$ cat config.mk
export PLATFORM = sky130hd
export DESIGN_NAME = clk_div_multi
export DESIGN_NICKNAME = d
export VERILOG_FILES = /design/src/rtl/clk_div_multi.sv
export SDC_FILE = /design/constraint.sdc
export NUM_CORES = 1
export LEC_CHECK = 0
export CORE_MARGIN = 2
export CORE_UTILIZATION = 60
export CTS_BUF_LIST = sky130_fd_sc_hd__clkbuf_8
export DETAILED_ROUTE_END_ITERATION = 10
export GPL_TIMING_DRIVEN = 0
export PLACE_DENSITY = 0.8
export SLEW_MARGIN = 20
export SYNTH_ARGS = -nofsm -noshare
export SYNTH_HDL_FRONTEND = slang
export SYNTH_SLANG_ARGS = --single-unit
$ cat constraint.sdc
create_clock -name soc_clk -period 9.6 [get_ports soc_clk]
set_input_delay 1.92 -clock soc_clk [delete_from_list [all_inputs] [get_ports soc_clk]]
set_output_delay 1.92 -clock soc_clk [all_outputs]
set_load 0.05 [all_outputs]
$ cat src/rtl/clk_div_multi.sv
`default_nettype none
// ============================================================================
// Module      : clk_div_multi
// Description : Multi-channel programmable clock / tick divider (soc_clk
//               domain). Each channel produces a registered divided clock
//               whose high phase is D - floor(D/2) cycles and low phase is
//               floor(D/2) cycles, plus a one-cycle tick coincident with
//               every rising edge of that clock. Divisors are updated via a
//               valid/ready handshake and take effect only on a period
//               boundary (or on sync / while disabled), so no runt phases
//               are generated. sync_i restarts all enabled channels at
//               phase 0 simultaneously.
//               Optional build macro CLK_DIV_FRAC_EN adds a fractional
//               accumulator per channel (frac_i, FracWidth bits) that
//               stretches the low phase by one cycle on each carry-out.
// Ports       : soc_clk      - system clock
//               rst_n        - asynchronous active-low reset
//               en_i         - per-channel enable
//               sync_i       - restart all enabled channels at phase 0
//               div_i        - per-channel divisor, channel k at [k*DivWidth +: DivWidth]
//               frac_i       - per-channel fraction (CLK_DIV_FRAC_EN only)
//               div_valid_i  - per-channel divisor update request
//               div_ready_o  - per-channel "can accept a divisor"
//               clk_o        - per-channel divided clock (registered)
//               tick_o       - per-channel one-cycle strobe at clk_o rise
// Revision    : 1.0 - initial release
// ============================================================================
module clk_div_multi #(
    parameter int NumChannels = 2,
    parameter int DivWidth    = 16,
    parameter int DefaultDiv  = 50
`ifdef CLK_DIV_FRAC_EN
    ,
    parameter int FracWidth   = 8
`endif
) (
    input  logic                            soc_clk,
    input  logic                            rst_n,
    input  logic [NumChannels-1:0]          en_i,
    input  logic                            sync_i,
    input  logic [NumChannels*DivWidth-1:0] div_i,
`ifdef CLK_DIV_FRAC_EN
    input  logic [NumChannels*FracWidth-1:0] frac_i,
`endif
    input  logic [NumChannels-1:0]          div_valid_i,
    output logic [NumChannels-1:0]          div_ready_o,
    output logic [NumChannels-1:0]          clk_o,
    output logic [NumChannels-1:0]          tick_o
);

    localparam logic [DivWidth-1:0] c_ONE         = DivWidth'(1);
    localparam logic [DivWidth-1:0] c_MIN_DIV     = DivWidth'(2);
    localparam logic [DivWidth-1:0] c_DEFAULT_DIV = DivWidth'(DefaultDiv);
`ifdef CLK_DIV_FRAC_EN
    localparam logic [DivWidth:0]   c_ONE_X       = (DivWidth + 1)'(1);
`endif

    for (genvar k = 0; k < NumChannels; k++) begin : g_ch
        logic [DivWidth-1:0] cnt_q, cnt_d;
        logic [DivWidth-1:0] div_q, div_d;
        logic [DivWidth-1:0] shadow_q, shadow_d;
        logic                pending_q, pending_d;
        logic                clk_q, clk_d;
        logic                tick_q, tick_d;

        logic [DivWidth-1:0] w_div_req;
        logic [DivWidth-1:0] w_high;
        logic                w_wrap;
        logic                w_accept;
        logic                w_restart;
        logic                w_apply;

`ifdef CLK_DIV_FRAC_EN
        logic [FracWidth-1:0] acc_q, acc_d;
        logic [FracWidth-1:0] frac_q, frac_d;
        logic [FracWidth-1:0] frac_sh_q, frac_sh_d;
        logic                 ext_q, ext_d;
        logic [FracWidth:0]   w_acc_sum;

        assign w_acc_sum = {1'b0, acc_q} + {1'b0, frac_q};
        // A carried period runs one extra count (cnt reaches D); since
        // cnt >= H there, the extra cycle lands in the low phase.
        assign w_wrap    = ({1'b0, cnt_q} + c_ONE_X) ==
                           ({1'b0, div_q} + {{DivWidth{1'b0}}, ext_q});
`else
        // D >= 2 always, so D-1 cannot wrap.
        assign w_wrap    = (cnt_q == (div_q - c_ONE));
`endif

        assign w_div_req = div_i[k*DivWidth +: DivWidth];
        assign w_high    = div_q - (div_q >> 1);
        // Ready is simply "nothing pending": it drops the cycle after a
        // transfer and rises the cycle after the shadow is applied.
        assign w_accept  = div_valid_i[k] && !pending_q;
        assign w_restart = !en_i[k] || sync_i;
        // Updates land only on a period boundary, a sync, or while idle,
        // which is what keeps clk_o free of shortened phases.
        assign w_apply   = pending_q && (w_restart || w_wrap);

        always_comb begin
            cnt_d     = cnt_q;
            div_d     = div_q;
            shadow_d  = shadow_q;
            pending_d = pending_q;
            clk_d     = clk_q;
            tick_d    = tick_q;
`ifdef CLK_DIV_FRAC_EN
            acc_d     = acc_q;
            frac_d    = frac_q;
            frac_sh_d = frac_sh_q;
            ext_d     = ext_q;
`endif

            if (w_apply) begin
                div_d     = shadow_q;
                pending_d = 1'b0;
`ifdef CLK_DIV_FRAC_EN
                frac_d    = frac_sh_q;
`endif
            end

            // w_accept and w_apply are mutually exclusive (pending gates both).
            if (w_accept) begin
                shadow_d  = (w_div_req < c_MIN_DIV) ? c_MIN_DIV : w_div_req;
                pending_d = 1'b1;
`ifdef CLK_DIV_FRAC_EN
                frac_sh_d = frac_i[k*FracWidth +: FracWidth];
`endif
            end

            if (w_restart) begin
                // Disabled, or sync: park at phase 0 so the next enabled
                // cycle emits the first rising edge.
                cnt_d  = '0;
                clk_d  = 1'b0;
                tick_d = 1'b0;
`ifdef CLK_DIV_FRAC_EN
                acc_d  = '0;
                ext_d  = 1'b0;
`endif
            end else begin
                cnt_d  = w_wrap ? '0 : (cnt_q + c_ONE);
                clk_d  = (cnt_q < w_high);
                tick_d = (cnt_q == '0);
`ifdef CLK_DIV_FRAC_EN
                if (w_wrap) begin
                    {ext_d, acc_d} = w_acc_sum;
                end
`endif
            end
        end

        always_ff @(posedge soc_clk or negedge rst_n) begin
            if (!rst_n) begin
                cnt_q     <= '0;
                div_q     <= c_DEFAULT_DIV;
                shadow_q  <= c_DEFAULT_DIV;
                pending_q <= 1'b0;
                clk_q     <= 1'b0;
                tick_q    <= 1'b0;
`ifdef CLK_DIV_FRAC_EN
                acc_q     <= '0;
                frac_q    <= '0;
                frac_sh_q <= '0;
                ext_q     <= 1'b0;
`endif
            end else begin
                cnt_q     <= cnt_d;
                div_q     <= div_d;
                shadow_q  <= shadow_d;
                pending_q <= pending_d;
                clk_q     <= clk_d;
                tick_q    <= tick_d;
`ifdef CLK_DIV_FRAC_EN
                acc_q     <= acc_d;
                frac_q    <= frac_d;
                frac_sh_q <= frac_sh_d;
                ext_q     <= ext_d;
`endif
            end
        end

        assign div_ready_o[k] = !pending_q;
        assign clk_o[k]       = clk_q;
        assign tick_o[k]      = tick_q;
    end : g_ch

endmodule : clk_div_multi
`default_nettype wire

==> impl_metrics.csv, run 1 <==
group,metric,value,unit
die,dieArea,0.01370,mm^2
finish,antenna_cells,0,
global_routing,global_route.peak_usage_layer,"met2",
finish,area_delta_synth_final,11.42,%
finish,fill_cells,932,
power,finalPower,2183,uW
critical_path,worst-setup-path-type,"reg -> reg",
clock_tree,clock_path_buffers,2,
power,p_leak,0.003929,uW
sta,hold_violations,0,
synth,synth_area_leaders,"dfrtp_1, ha_1, mux2_2",
routing,drtIter0Drc,418,
hold_path,worstHoldStart,"g_ch[1].shadow_q[8]$_DFFE_PN0P_",
power,powerDensity,255.5,mW/mm^2
sta,fin_crit,3976,ps
synth,yosysUniqueCellTypes,62,
clock_tree,clock_tree.root_cell,"clkbuf_8",
routing,ant_nets,0,
placed_design,place_hpwl,13.56,mm
placed_design,dpl_cell_area,0.008344,mm^2
routing,drc,0,
routing,wl,17.10,mm
synth,synth.most_common_cell,"ha_1",
sta,worst_pin_slew,781.8,ps
synth,seq_area_frac_synth,33.49,%
synth,yosys_warnings,0,
finish,layout-drive-gt1-share,12.15,%
synth,netlist_instances,770,
synth,synth-seq-cells,102,
synth,synth_top_area_share,29.37,%
synth,synth_top_cell_by_area,"dfrtp_1",
global_routing,use_met2,42.31,%
critical_path,cp.required,9920,ps
global_routing,grt_max_degree,57,
die,die_h,117.0,um
placed_design,routabilityCongestion,0.9215,
critical_path,crit_path_max_incr_delay,600,ps
die,core-area,0.01257,mm^2
global_routing,grt_pass1_vias,5812,
clock_tree,cts_buffers,9,
routing,vias,5921,
placed_design,portBuffers,44,
synth,ys_async_sr_fraction,100.0,%
die,ios,45,
global_routing,grt_usage,26.27,%
global_routing,grt_use_met1,36.29,%
clock_tree,post_cts_buffers,0,
finish,final_util,67.97,%
critical_path,crit_top_cell,"o21ai_0",
die,fp-row-count,41,
hold_path,hold_class,"reg -> reg",
die,die_w,117.0,um
global_routing,globalRouteMet3Util,3.656,%
critical_path,start_kind,"flip-flop",
synth,synth-main-ff-cell,"dfrtp_1",
clock_tree,clock_latency,390,ps
sta,grt_setup_unrepaired,"false",
synth,synth_area,0.007667,mm^2
sta,fin_worst_skew,18.47,ps
critical_path,end_kind,"flip-flop",
synth,syn_nets,911,
critical_path,cpLargestDelayFamily,"compound AO/OA/AOI/OAI gates",
critical_path,path_buf_inv,1,
critical_path,cp_slowest_cell,"dfstp_2",
global_routing,grt_overflow,0,
finish,design_area,0.008543,mm^2
sta,setup_viol,0,
sta,fmax,251.5,MHz
run,drv_cap,0,
sta,fin_tns_setup,0,ps
routing,wl_per_cell,17.05,um
clock_tree,cts_resized,0,
global_routing,antenna_found_initial,0,
synth,syn-mean-instance-area,9.958,um^2
critical_path,path_max_fanout,4,
outcome,outcome,"complete, no violations",
power,irDropWorstVdd,0.0001593,V
clock_tree,cts_hold_buf,0,
die,initial_core_util,61.01,%
routing,avgViaCountPerCell,5.903,
routing,dr.pass1.iters,6,
clock_tree,cts_tree,"yes",
clock_tree,path_clk_slew,100,ps
critical_path,worstSetupStartpoint,"g_ch[1].div_q[5]$_DFFE_PN1P_",
global_routing,grt_pass1_wl,27.96,mm
clock_tree,htree_levels,3,
synth,synth_edf_count,0,
clock_tree,clock-sinks,102,
sta,slew_violations,0,
sta,relSlewSlack,47.70,%
critical_path,critPathArrivalTime,4300,ps
synth,synthTopCellsByCount,"ha_1, dfrtp_1, inv_1, nor2_1, xnor2_1",
critical_path,path_cells,"inv_1 -> ha_1 -> nor2b_1 -> or4_1 -> o21ai_0 -> a311oi_1 -> o21ai_0 -> a21boi_0 -> xor2_1 -> ha_1 -> o21a_1 -> o21a_1 -> o21ai_0 -> a32o_1",
critical_path,reg2reg_from,"g_ch[1].div_q[5]$_DFFE_PN1P_",
sta,finalCritPeriodShare,41.42,%
finish,num-nets-final,967,
[where the power goes]
part	switching [uW]	total (uW)	internal, uW
combinational	724	1300	572
clock	159	272	113
sequential	99.9	614	514
[cells in the final DEF (no fill, tap or decap), types with 3 or more instances in the layout]
cell,Yosys,routed
inv_1,70,70
nor2_1,55,55
and3_1,16,16
xor2_1,49,49
clkbuf_1,5,5
nor4b_1,3,3
nor4_1,13,13
a21o_1,5,5
o21ai_0,21,21
o21bai_1,12,12
nor2b_1,11,11
clkdlybuf4s50_1,0,43
mux2_2,48,48
mux2_4,9,9
a21oi_1,29,29
a21boi_0,3,3
dfrtp_1,90,90
nor3_1,15,15
ha_1,100,100
nand4_1,15,15
o21a_1,5,5
nand2b_1,9,9
o211ai_1,4,4
or3_1,5,5
nand2_1,28,28
xnor2_1,52,52
nand3_1,20,20
dfstp_2,12,12
nand3b_1,5,5
o311ai_0,4,4
a31oi_1,9,9
buf_4,5,5
clkbuf_8,0,11
[worst reg2reg max path, stage by stage (launching register included)]
cell	delay [ps]
dfstp_2	600
inv_1	100
ha_1	340
nor2b_1	180
or4_1	400
o21ai_0	390
a311oi_1	210
o21ai_0	340
a21boi_0	270
xor2_1	230
ha_1	280
o21a_1	110
o21a_1	160
o21ai_0	160
a32o_1	160
[logic make-up after synthesis]
group,Yosys count,share of synthesized area (%)
AO/OA/AOI/OAI,113,10.12
XOR/XNOR,101,11.54
adder cells (fa/ha/maj),102,16.84
buffers and inverters,83,4.439
flip-flops,102,33.49
multiplexers,60,9.220
AND/OR/NAND/NOR,209,14.36
[path summary, 6_finish.rpt]
kind                                                        end  slack [ps]  cells after the start
worst max-delay path                    g_ch[1].clk_q$_DFF_PN0_        5620                     14
worst min-delay path               g_ch[1].div_q[8]$_DFFE_PN0P_         510                      1
worst max register to register          g_ch[1].clk_q$_DFF_PN0_        5620                     14
worst min register to register     g_ch[1].div_q[8]$_DFFE_PN0P_         510                      1
max in group asynchronous          g_ch[1].div_q[4]$_DFFE_PN1P_        7440                      2
min in group asynchronous       g_ch[0].shadow_q[2]$_DFFE_PN0P_        1470                      1
[per-layer routing]
metal	up-vias	routed length (um)
li1	2810	-
met1	2872	7733
met2	206	8035
met3	33	925
met4	0	402
met5	-	0
[flip-flops by register name, summed over array words and instances, names as in the netlist]
register and count:
g_ch.clk_q 2, g_ch.cnt_q 32, g_ch.div_q 32, g_ch.pending_q 2, g_ch.shadow_q 32, g_ch.tick_q 2
[layout make-up]
class	count	area, um^2	share of cell area, %
clock inverter	5	47.55	0.5565
inverter	70	262.8	3.076
sequential	102	2567	30.05
multi-input combinational	585	4760	55.71
buffer	13	77.57	0.9080
tap	172	215.2	2.519
clock buffer	11	151.4	1.772
timing repair buffer	45	461.7	5.404
[metrics by stage]
step	std cells	hold slack, ps	worst slack, ps
after global routing	1003	515.8	5334
after detailed placement	987	490.5	5502
after floorplan	770	446.0	6343
after CTS	1003	512.0	5650
final	1003	505.9	5624
after global placement	986	468.1	3061
No activity file was read; power rests on OpenSTA's default activity.
==> run 2: changes to the inputs <==
CORE_UTILIZATION = 57   (was 60)
clock period = 3.4 ns   (was 9.6 ns; I/O delays follow)
==> run 2 against run 1 <==
- the run now ends with setup timing left
- worst hold slack lost 280 ps
- sequential share of layout area shrank 0.79 points
- register-to-register slack lost 5700 ps
- clock power grew to 2.7 times the previous value
- clock-buffer cell count shrank 2
- non-clock buffer count grew 10
- largest cell class unchanged
==> impl_metrics.csv, run 2 (same netlist as run 1, synthesis figures left out) <==
group,metric,value,unit
outcome,outcome,"complete, but fails checks",
outcome,violations,"setup timing",
clock_tree,path_clk_slew,100,ps
sta,holdWs,223.9,ps
placed_design,place_inst,991,
clock_tree,clock-sinks,102,
global_routing,grt_pass1_wl,28.08,mm
finish,fin_cells,1017,
die,fp-row-count,42,
global_routing,grt_pass1_vias,6094,
critical_path,path_max_fanout,5,
critical_path,worst-setup-path-type,"reg -> reg",
critical_path,end_kind,"flip-flop",
finish,fill_cells,975,
die,core-area,0.01319,mm^2
sta,fin_worst_skew,16.06,ps
clock_tree,clock_latency,390,ps
sta,relSlewSlack,63.49,%
finish,area_delta_synth_final,14.61,%
critical_path,cp.required,3720,ps
power,powerDensity,731.0,mW/mm^2
finish,layout_common_cells,"ha_1, dfrtp_1, inv_1",
run,drv_cap,0,
clock_tree,cts_tree,"yes",
sta,worst_pin_slew,546.5,ps
die,die_h,120.0,um
die,dieArea,0.01440,mm^2
finish,antenna_cells,0,
sta,grt_setup_unrepaired,"true",
clock_tree,cts_hold_buf,0,
placed_design,portBuffers,44,
placed_design,routabilityCongestion,0.9660,
routing,wl_per_cell,16.84,um
global_routing,grt_usage,24.22,%
routing,drtIter0Drc,477,
routing,ant_nets,0,
die,ios,45,
placed_design,place_hpwl,13.48,mm
critical_path,crit_top_cell,"o21a_1",
routing,vias,5997,
global_routing,grt_max_degree,55,
die,die_w,120.0,um
routing,dr.pass1.iters,5,
clock_tree,htree_levels,3,
critical_path,cp_slowest_cell,"dfstp_2",
routing,wl,17.13,mm
finish,design_area,0.008787,mm^2
critical_path,start_kind,"flip-flop",
critical_path,rr_worst_depth,13,
sta,fin_tns_setup,-40.65,ps
sta,fin_crit,3441,ps
clock_tree,clock_path_buffers,2,
clock_tree,clock_tree.root_cell,"clkbuf_8",
finish,largest_registers,"g_ch.cnt_q x32, g_ch.div_q x32, g_ch.shadow_q x32",
routing,avgViaCountPerCell,5.897,
finish,final_common_cell,"ha_1",
sta,finalCritPeriodShare,101.2,%
power,irDropWorstVdd,0.0004269,V
critical_path,crit_path_max_incr_delay,600,ps
finish,num-nets-final,977,
sta,setup_viol,1,
critical_path,critPathArrivalTime,3760,ps
sta,fmax,290.6,MHz
sta,fin_ws,-40.65,ps
placed_design,pre_cts_ws,-435.4,ps
routing,drc,0,
hold_path,hold_class,"in -> async",
global_routing,grt_overflow,0,
finish,layout-drive-gt1-share,16.65,%
sta,slew_violations,0,
power,p_leak,0.003987,uW
placed_design,dpl_cell_area,0.008357,mm^2
sta,hold_violations,0,
die,initial_core_util,58.13,%
critical_path,path_cells,"inv_2 -> ha_4 -> or4_1 -> o21ai_2 -> a311oi_2 -> o21ai_1 -> a21boi_2 -> xor2_1 -> ha_1 -> o21a_1 -> o21a_1 -> o21ai_0 -> a32o_1",
global_routing,antenna_found_initial,0,
clock_tree,cts_buffers,9,
-- run 2: changes by cell type in the layout (fill, tap and decap cells not counted), sizes merged --
cell,delta
clkbuf,-2
buf,+10
clkinv,+2
clkinvlp,-1
inv,+1
-- run 2: repair_timing --
| action | CTS | global route |
|---|---|---|
| pin swaps | 6 | 17 |
| buffers inserted | 4 | 6 |
| setup endpoints to repair | 11 | 11 |
| gates resized for setup | 15 | 28 |
-- run 2: final cells by class --
class,count,area [um^2],share of cell area (%)
multi-input combinational,585,4930,56.10
sequential,102,2571,29.26
timing repair buffer,55,544.3,6.194
inverter,70,262.8,2.990
tap,176,220.2,2.506
clock buffer,9,123.9,1.410
buffer,13,77.57,0.8828
clock inverter,7,57.56,0.6550
-- run 2: path summary, 6_finish.rpt --
check | slack, ps | start | end
hold / removal | 220 | rst_n | g_ch[0].shadow_q[2]$_DFFE_PN0P_
max in group asynchronous | 2520 | rst_n | g_ch[1].div_q[4]$_DFFE_PN1P_
hold reg to reg | 500 | g_ch[1].shadow_q[1]$_DFFE_PN1P_ | g_ch[1].shadow_q[1]$_DFFE_PN1P_
setup reg to reg | -40 | g_ch[1].div_q[4]$_DFFE_PN1P_ | g_ch[1].clk_q$_DFF_PN0_
setup / recovery | -40 | g_ch[1].div_q[4]$_DFFE_PN1P_ | g_ch[1].clk_q$_DFF_PN0_
min in group soc_clk | 500 | g_ch[1].shadow_q[1]$_DFFE_PN1P_ | g_ch[1].shadow_q[1]$_DFFE_PN1P_
-- run 2: critical path, delay by kind of cell (launching register included) --
family / cells / cell delay, ps
AO/OA/AOI/OAI: 8 / 1390
buffers and inverters: 1 / 90
flip-flops: 1 / 600
XOR/XNOR: 1 / 220
AND/OR/NAND/NOR: 1 / 540
adder cells (fa/ha/maj): 2 / 540
-- run 2: power by group --
part	switching (uW)	internal, uW	leakage (uW)	total, uW
registers	265	1450	0.00126	1720
clock network	448	278	0.0000988	726
logic	2170	1800	0.00263	3980
total	2890	3540	0.00399	6420
-- run 2: metal layers --
metal / track usage [%] / up-vias / part of all wire, %
met5: 0 / - / 0
met3: 3.755 / 33 / 4.8
li1: - / 2837 / -
met1: 32.95 / 2937 / 46
met4: 8.971 / 0 / 1.9
met2: 39.13 / 190 / 47
-- run 2: through the flow --
step,total power [uW],util (%)
after floorplan,4363,-
after global placement,5014,63.14
after detailed placement,5282,63.36
after CTS,6138,65.48
after global routing,6893,66.62
final,6423,66.62
==> edit 1, RTL diff (config.mk and constraints of run 2) <==
Change the parameter `DivWidth` from 16 to 20.
--- a/src/rtl/clk_div_multi.sv
+++ b/src/rtl/clk_div_multi.sv
@@ -29,3 +29,3 @@
     parameter int NumChannels = 2,
-    parameter int DivWidth    = 16,
+    parameter int DivWidth    = 20,
     parameter int DefaultDiv  = 50
Ports: changed (resized div_i); port bits go from 45 to 53. The function was not compared with the original's and may differ.
==> edit 1 against run 2 <==
- the run still ends with negative setup slack left
- core utilization increased by 2.5 points
- worst setup slack got worse by 0.26 ns
- cell area increased by 41%
- synthesized cell count increased by 50%
- area after synthesis increased by 36%
- sequential cell count increased by 24
- combinational power increased by 42%
- non-clock buffer count increased by 70
- routed wire length increased by 58%
- power increased by 42%
- clock skew increased by 0.0063 ns
- critical path type unchanged
==> edit 1: results (changes against run 2) <==
root buf cell -> clkbuf_8 (unchanged)
Reg clk slew, reported paths -> 0.09 ns
crit-path max FO -> 3 (was 5)
Yosys Warn Count -> 0 (unchanged)
pin count of the biggest net entering global routing -> 77 (was 55)
Clock Tree Buf Depth -> 2 (unchanged)
status -> complete, but fails checks (unchanged)
CP max stage delay -> 0.58 ns (was 0.60 ns)
biggest regs -> g_ch.cnt_q (40), g_ch.div_q (40), g_ch.shadow_q (40) (was g_ch.cnt_q (32), g_ch.div_q (32), g_ch.shadow_q (32))
synth unique cells -> 72 (was 62)
layout cells sized above 1 -> 17.1% (was 16.6%)
Fillers -> 1343 (was 975)
Lkg Pwr -> 5.50 nW (was 3.99 nW)
Worst Reg-to-Reg Cells -> 16 (was 13)
number of nets in the layout -> 1439 (was 977)
final setup margin -> -0.302 ns (was -0.0407 ns)
Crit-path slowest cell -> dfstp_2 (unchanged)
top cells by area, synth -> dfrtp_1 27%, ha_1 15%, xnor2_1 6.0%, xor2_1 4.1%, mux2_2 4.0% (was dfrtp_1 29%, ha_1 16%, mux2_2 7.0%, xnor2_1 5.9%, xor2_1 5.6%)
reg-to-reg endpoint -> g_ch[0].clk_q$_DFF_PN0_ (was g_ch[1].clk_q$_DFF_PN0_)
Slew headroom -> 40.1% (was 63.5%)
drc violations -> 0 (unchanged)
vias in the first global route -> 8816 (was 6094)
H-tree depth -> 4 (was 3)
IO buf count -> 52 (was 44)
final setup fails -> 2 (was 1)
top cells by count, synth -> 124 x ha_1, 114 x dfrtp_1, 104 x inv_1 (was 100 x ha_1, 90 x dfrtp_1, 70 x inv_1)
drt pass-1 iters -> 5 (unchanged)
Max IR drop VDD -> 0.397 mV (was 0.427 mV)
Routability Congestion -> 0.914 (was 0.966)
sequential area share after synthesis -> 30.3% (was 33.5%)
clk_lat worst skew -> 0.47 ns (was 0.39 ns)
Slew Limit Fails -> 0 (unchanged)
CP startpoint -> g_ch[0].div_q[1]$_DFFE_PN1P_ (was g_ch[1].div_q[4]$_DFFE_PN1P_)
ant diodes -> 0 (unchanged)
period utilization -> 109% (was 101%)
overall global routing resource usage -> 27.8% (was 24.2%)
detailed router's first-iteration violation count -> 594 (was 477)
hold crit path type -> input pin to asynchronous set/reset pin (unchanged)
via count -> 9177 (was 5997)
antenna violations before repair -> 0 (unchanged)
pre-CTS WS -> -0.654 ns (was -0.435 ns)
Routed WL per cell -> 17.9 um (was 16.8 um)
hpwl dp -> 19200 um (was 13500 um)
CTS Buf Count -> 17 (was 9)
Setup Skew -> 0.0223 ns (was 0.0161 ns)
Crit path max-delay family -> compound AO/OA/AOI/OAI gates (unchanged)
syn_nets -> 1329 (was 911)
failing checks -> negative setup slack (unchanged)
first-pass GRT wire length -> 43800 um (was 28100 um)
[edit 1: cell types whose count changed after synthesis, moves of 24 or more]
cell      before  now
inv_1         70  104
nand2_1       28   87
ha_1         100  124
dfrtp_1       90  114
clkbuf_1       5   31
o211ai_1       4   45
[edit 1: power by group]
group,switching (mW),internal [mW]
sequential,0.308,1.78
clock,0.755,0.617
combinational,3.06,2.60
[edit 1: timing repair]
action / 4_1_cts / 5_1_grt
setup endpoints to repair: 2 / 11
buffers inserted: 24 / 14
hold buffers: 0 / 0
resized for setup: 53 / 31
gates cloned: 0 / 0
pin swaps: 21 / 17
[edit 1: kinds of logic (layout without fill, tap and decap cells)]
| family | after synthesis | after routing | share of synthesized area (%) |
|---|---|---|---|
| AND/OR/NAND/NOR | 371 | 371 | 18.8 |
| AO/OA/AOI/OAI | 220 | 220 | 15.1 |
| buffers and inverters | 151 | 274 | 5.70 |
| adder cells (fa/ha/maj) | 126 | 126 | 15.2 |
| flip-flops | 126 | 126 | 30.3 |
| XOR/XNOR | 122 | 122 | 10.5 |
| multiplexers | 40 | 40 | 4.28 |
[edit 1: worst max path at each step]
stage                                        endpoint  slack (ns)  cells past startpoint
after global placement    g_ch[1].cnt_q[16]$_DFF_PN0_       -3.26                      1
after CTS                     g_ch[0].clk_q$_DFF_PN0_       -0.34                     15
after detailed placement      g_ch[0].clk_q$_DFF_PN0_       -0.65                     14
after global routing          g_ch[0].clk_q$_DFF_PN0_       -0.50                     16
after floorplan               g_ch[0].clk_q$_DFF_PN0_       -0.04                     14
final                         g_ch[0].clk_q$_DFF_PN0_       -0.30                     16
[edit 1: metal layers]
| layer | global-route usage, % | up-vias | share of wire [%] |
|---|---|---|---|
| met5 | 0 | - | 0 |
| met4 | 8.93 | 0 | 1.9 |
| met3 | 6.30 | 44 | 8.3 |
| met2 | 41.4 | 330 | 44 |
| met1 | 40.3 | 4451 | 45 |
| li1 | - | 4352 | - |
[edit 1: per-stage QoR]
step	instance area, um^2	std cells	setup TNS [ns]	hold slack (ns)
after floorplan	10500	1156	-0.0358	0.384
after global placement	11300	1437	-391.06	0.450
after detailed placement	11300	1438	-1.21	0.481
after CTS	12200	1494	-0.410	0.165
after global routing	12400	1508	-0.808	0.187
final	12400	1508	-0.477	0.159
[edit 1: area by class of cell]
type / instances / area, um^2 / share of cell area, %
inverters: 104 / 393 / 3.17
clock inverters: 15 / 169 / 1.36
flip-flops and latches: 126 / 3180 / 25.6
repair buffers: 91 / 838 / 6.76
clock buffers: 17 / 234 / 1.89
multi-input cells: 879 / 7110 / 57.3
plain buffers: 47 / 205 / 1.65
well taps: 229 / 287 / 2.31
==> edit 2, RTL diff (flow settings as in run 2) <==
Made on the original files. Add an input register stage for `div_i` and `div_valid_i`; this delays them by one clock. The other inputs are not delayed to match.
--- a/src/rtl/clk_div_multi.sv
+++ b/src/rtl/clk_div_multi.sv
@@ -53,2 +53,10 @@
     localparam logic [DivWidth-1:0] c_DEFAULT_DIV = DivWidth'(DefaultDiv);
+
+    logic [NumChannels*DivWidth-1:0] div_r;
+    logic [NumChannels-1:0] div_valid_q;
+
+    always_ff @(posedge soc_clk) begin
+        div_r       <= div_i;
+        div_valid_q <= div_valid_i;
+    end
 `ifdef CLK_DIV_FRAC_EN
@@ -89,3 +97,3 @@
 
-        assign w_div_req = div_i[k*DivWidth +: DivWidth];
+        assign w_div_req = div_r[k*DivWidth +: DivWidth];
         assign w_high    = div_q - (div_q >> 1);
@@ -93,3 +101,3 @@
         // transfer and rises the cycle after the shadow is applied.
-        assign w_accept  = div_valid_i[k] && !pending_q;
+        assign w_accept  = div_valid_q[k] && !pending_q;
         assign w_restart = !en_i[k] || sync_i;
Check against the original RTL: not equivalent (a bounded check fails within 4 cycles, from zero or initial values and one cycle with rst_n low).
==> edit 2 against run 2 <==
- global-route usage down 1.7 points
- area after synthesis up 10%
- cell area up 11%
- worst setup slack worse by 0.0022 ns
- routed wire length up 0.83%
- critical endpoint unchanged
- sequential cell count up 34
- critical path type unchanged
- core utilization up 0.66 points
- the run still ends with negative setup slack left
- first-iteration DRC count up 19%
- power up 14%
==> edit 2: results (changes against run 2) <==
status -> complete, but fails checks (unchanged)
failing checks -> negative setup slack (unchanged)
final setup margin -> -0.0429 ns (was -0.0407 ns)
top cells by count, synth -> 100 x ha_1, 90 x dfrtp_1, 73 x inv_1 (was 100 x ha_1, 90 x dfrtp_1, 70 x inv_1)
Routed WL per cell -> 16.0 um (was 16.8 um)
sequential area share after synthesis -> 38.5% (was 33.5%)
Via density -> 5.57 (was 5.90)
syn_nets -> 954 (was 911)
Setup Skew -> 0.0163 ns (was 0.0161 ns)
Fillers -> 1089 (was 975)
dpl cell area -> 9140 um^2 (was 8360 um^2)
first-pass GRT wire length -> 28700 um (was 28100 um)
clk_lat worst skew -> 0.46 ns (was 0.39 ns)
pin count of the biggest net entering global routing -> 60 (was 55)
H-tree depth -> 4 (was 3)
Worst Reg-to-Reg Cells -> 14 (was 13)
Avg Cell Area, Syn -> 10.4 um^2 (was 9.96 um^2)
hpwl dp -> 12900 um (was 13500 um)
CTS Buf Count -> 17 (was 9)
setup TNS -> -0.0429 ns (was -0.0407 ns)
final core occ -> 67.3% (was 66.6%)
overall global routing resource usage -> 22.6% (was 24.2%)
crit-path max FO -> 4 (was 5)
Reg clk slew, reported paths -> 0.08 ns (was 0.10 ns)
async set-reset flop share out of synthesis -> 75.0% (was 100%)
pre-CTS WS -> -0.485 ns (was -0.435 ns)
Max IR drop VDD -> 0.435 mV (was 0.427 mV)
layout cells sized above 1 -> 18.2% (was 16.6%)
final setup fails -> 1 (unchanged)
dpl cells -> 1042 (was 991)
vias in the first global route -> 5913 (was 6094)
Hold Slack -> 0.136 ns (was 0.224 ns)
synth unique cells -> 61 (was 62)
==> edit 2: cell types whose count changed after synthesis, moves of 4 or more <==
| cell | delta |
|---|---|
| clkbuf_1 | +4 |
| dfxtp_1 | +34 |
| and3_1 | -8 |
| and2_1 | +7 |
| xor2_1 | -12 |
| nor2_1 | -7 |
| a21oi_1 | -8 |
| and2_2 | +7 |
| o21ai_0 | +5 |
| nand2b_1 | +4 |
| xnor2_1 | +15 |
==> edit 2: routing by layer <==
layer,share of wire [%],wire [um],vias up,GRT usage (%)
met2,46,7980,155,35.8
met5,0,0,-,0
met4,0.96,165,0,6.73
met3,5.0,857,15,4.67
li1,-,-,2959,-
met1,48,8270,2893,31.4
==> edit 2: logic make-up (layout without fill, tap and decap cells) <==
| logic type | after synthesis | count (layout) | synth area share [%] |
|---|---|---|---|
| AOI/OAI and AO/OA | 113 | 113 | 9.31 |
| xor gates and xnor gates | 105 | 105 | 11.1 |
| adders and majority gates | 102 | 102 | 15.3 |
| buffers and inverters | 90 | 174 | 4.49 |
| DFF | 136 | 136 | 38.5 |
| muxes | 60 | 60 | 8.39 |
| and+or+nand+nor | 207 | 207 | 13.0 |
==> edit 2: repair_timing <==
item	4_1_cts	5_1_grt
hold buffers	0	0
setup endpoints to repair	11	21
buffers inserted	5	3
pin swaps	9	11
gates resized for setup	22	26
==> edit 2: cell type report <==
class	instances	area share, %
multi-input cells	587	51.2
inverters	73	2.81
flip-flops and latches	136	33.4
plain buffers	16	1.04
clock buffers	17	2.40
clock inverters	15	1.34
well taps	184	2.36
repair buffers	53	5.43
==> edit 2: report_power, final <==
part | switching, mW | internal, mW
clock network | 0.667 | 0.581
registers | 0.280 | 1.88
logic | 2.10 | 1.79
total | 3.04 | 4.25
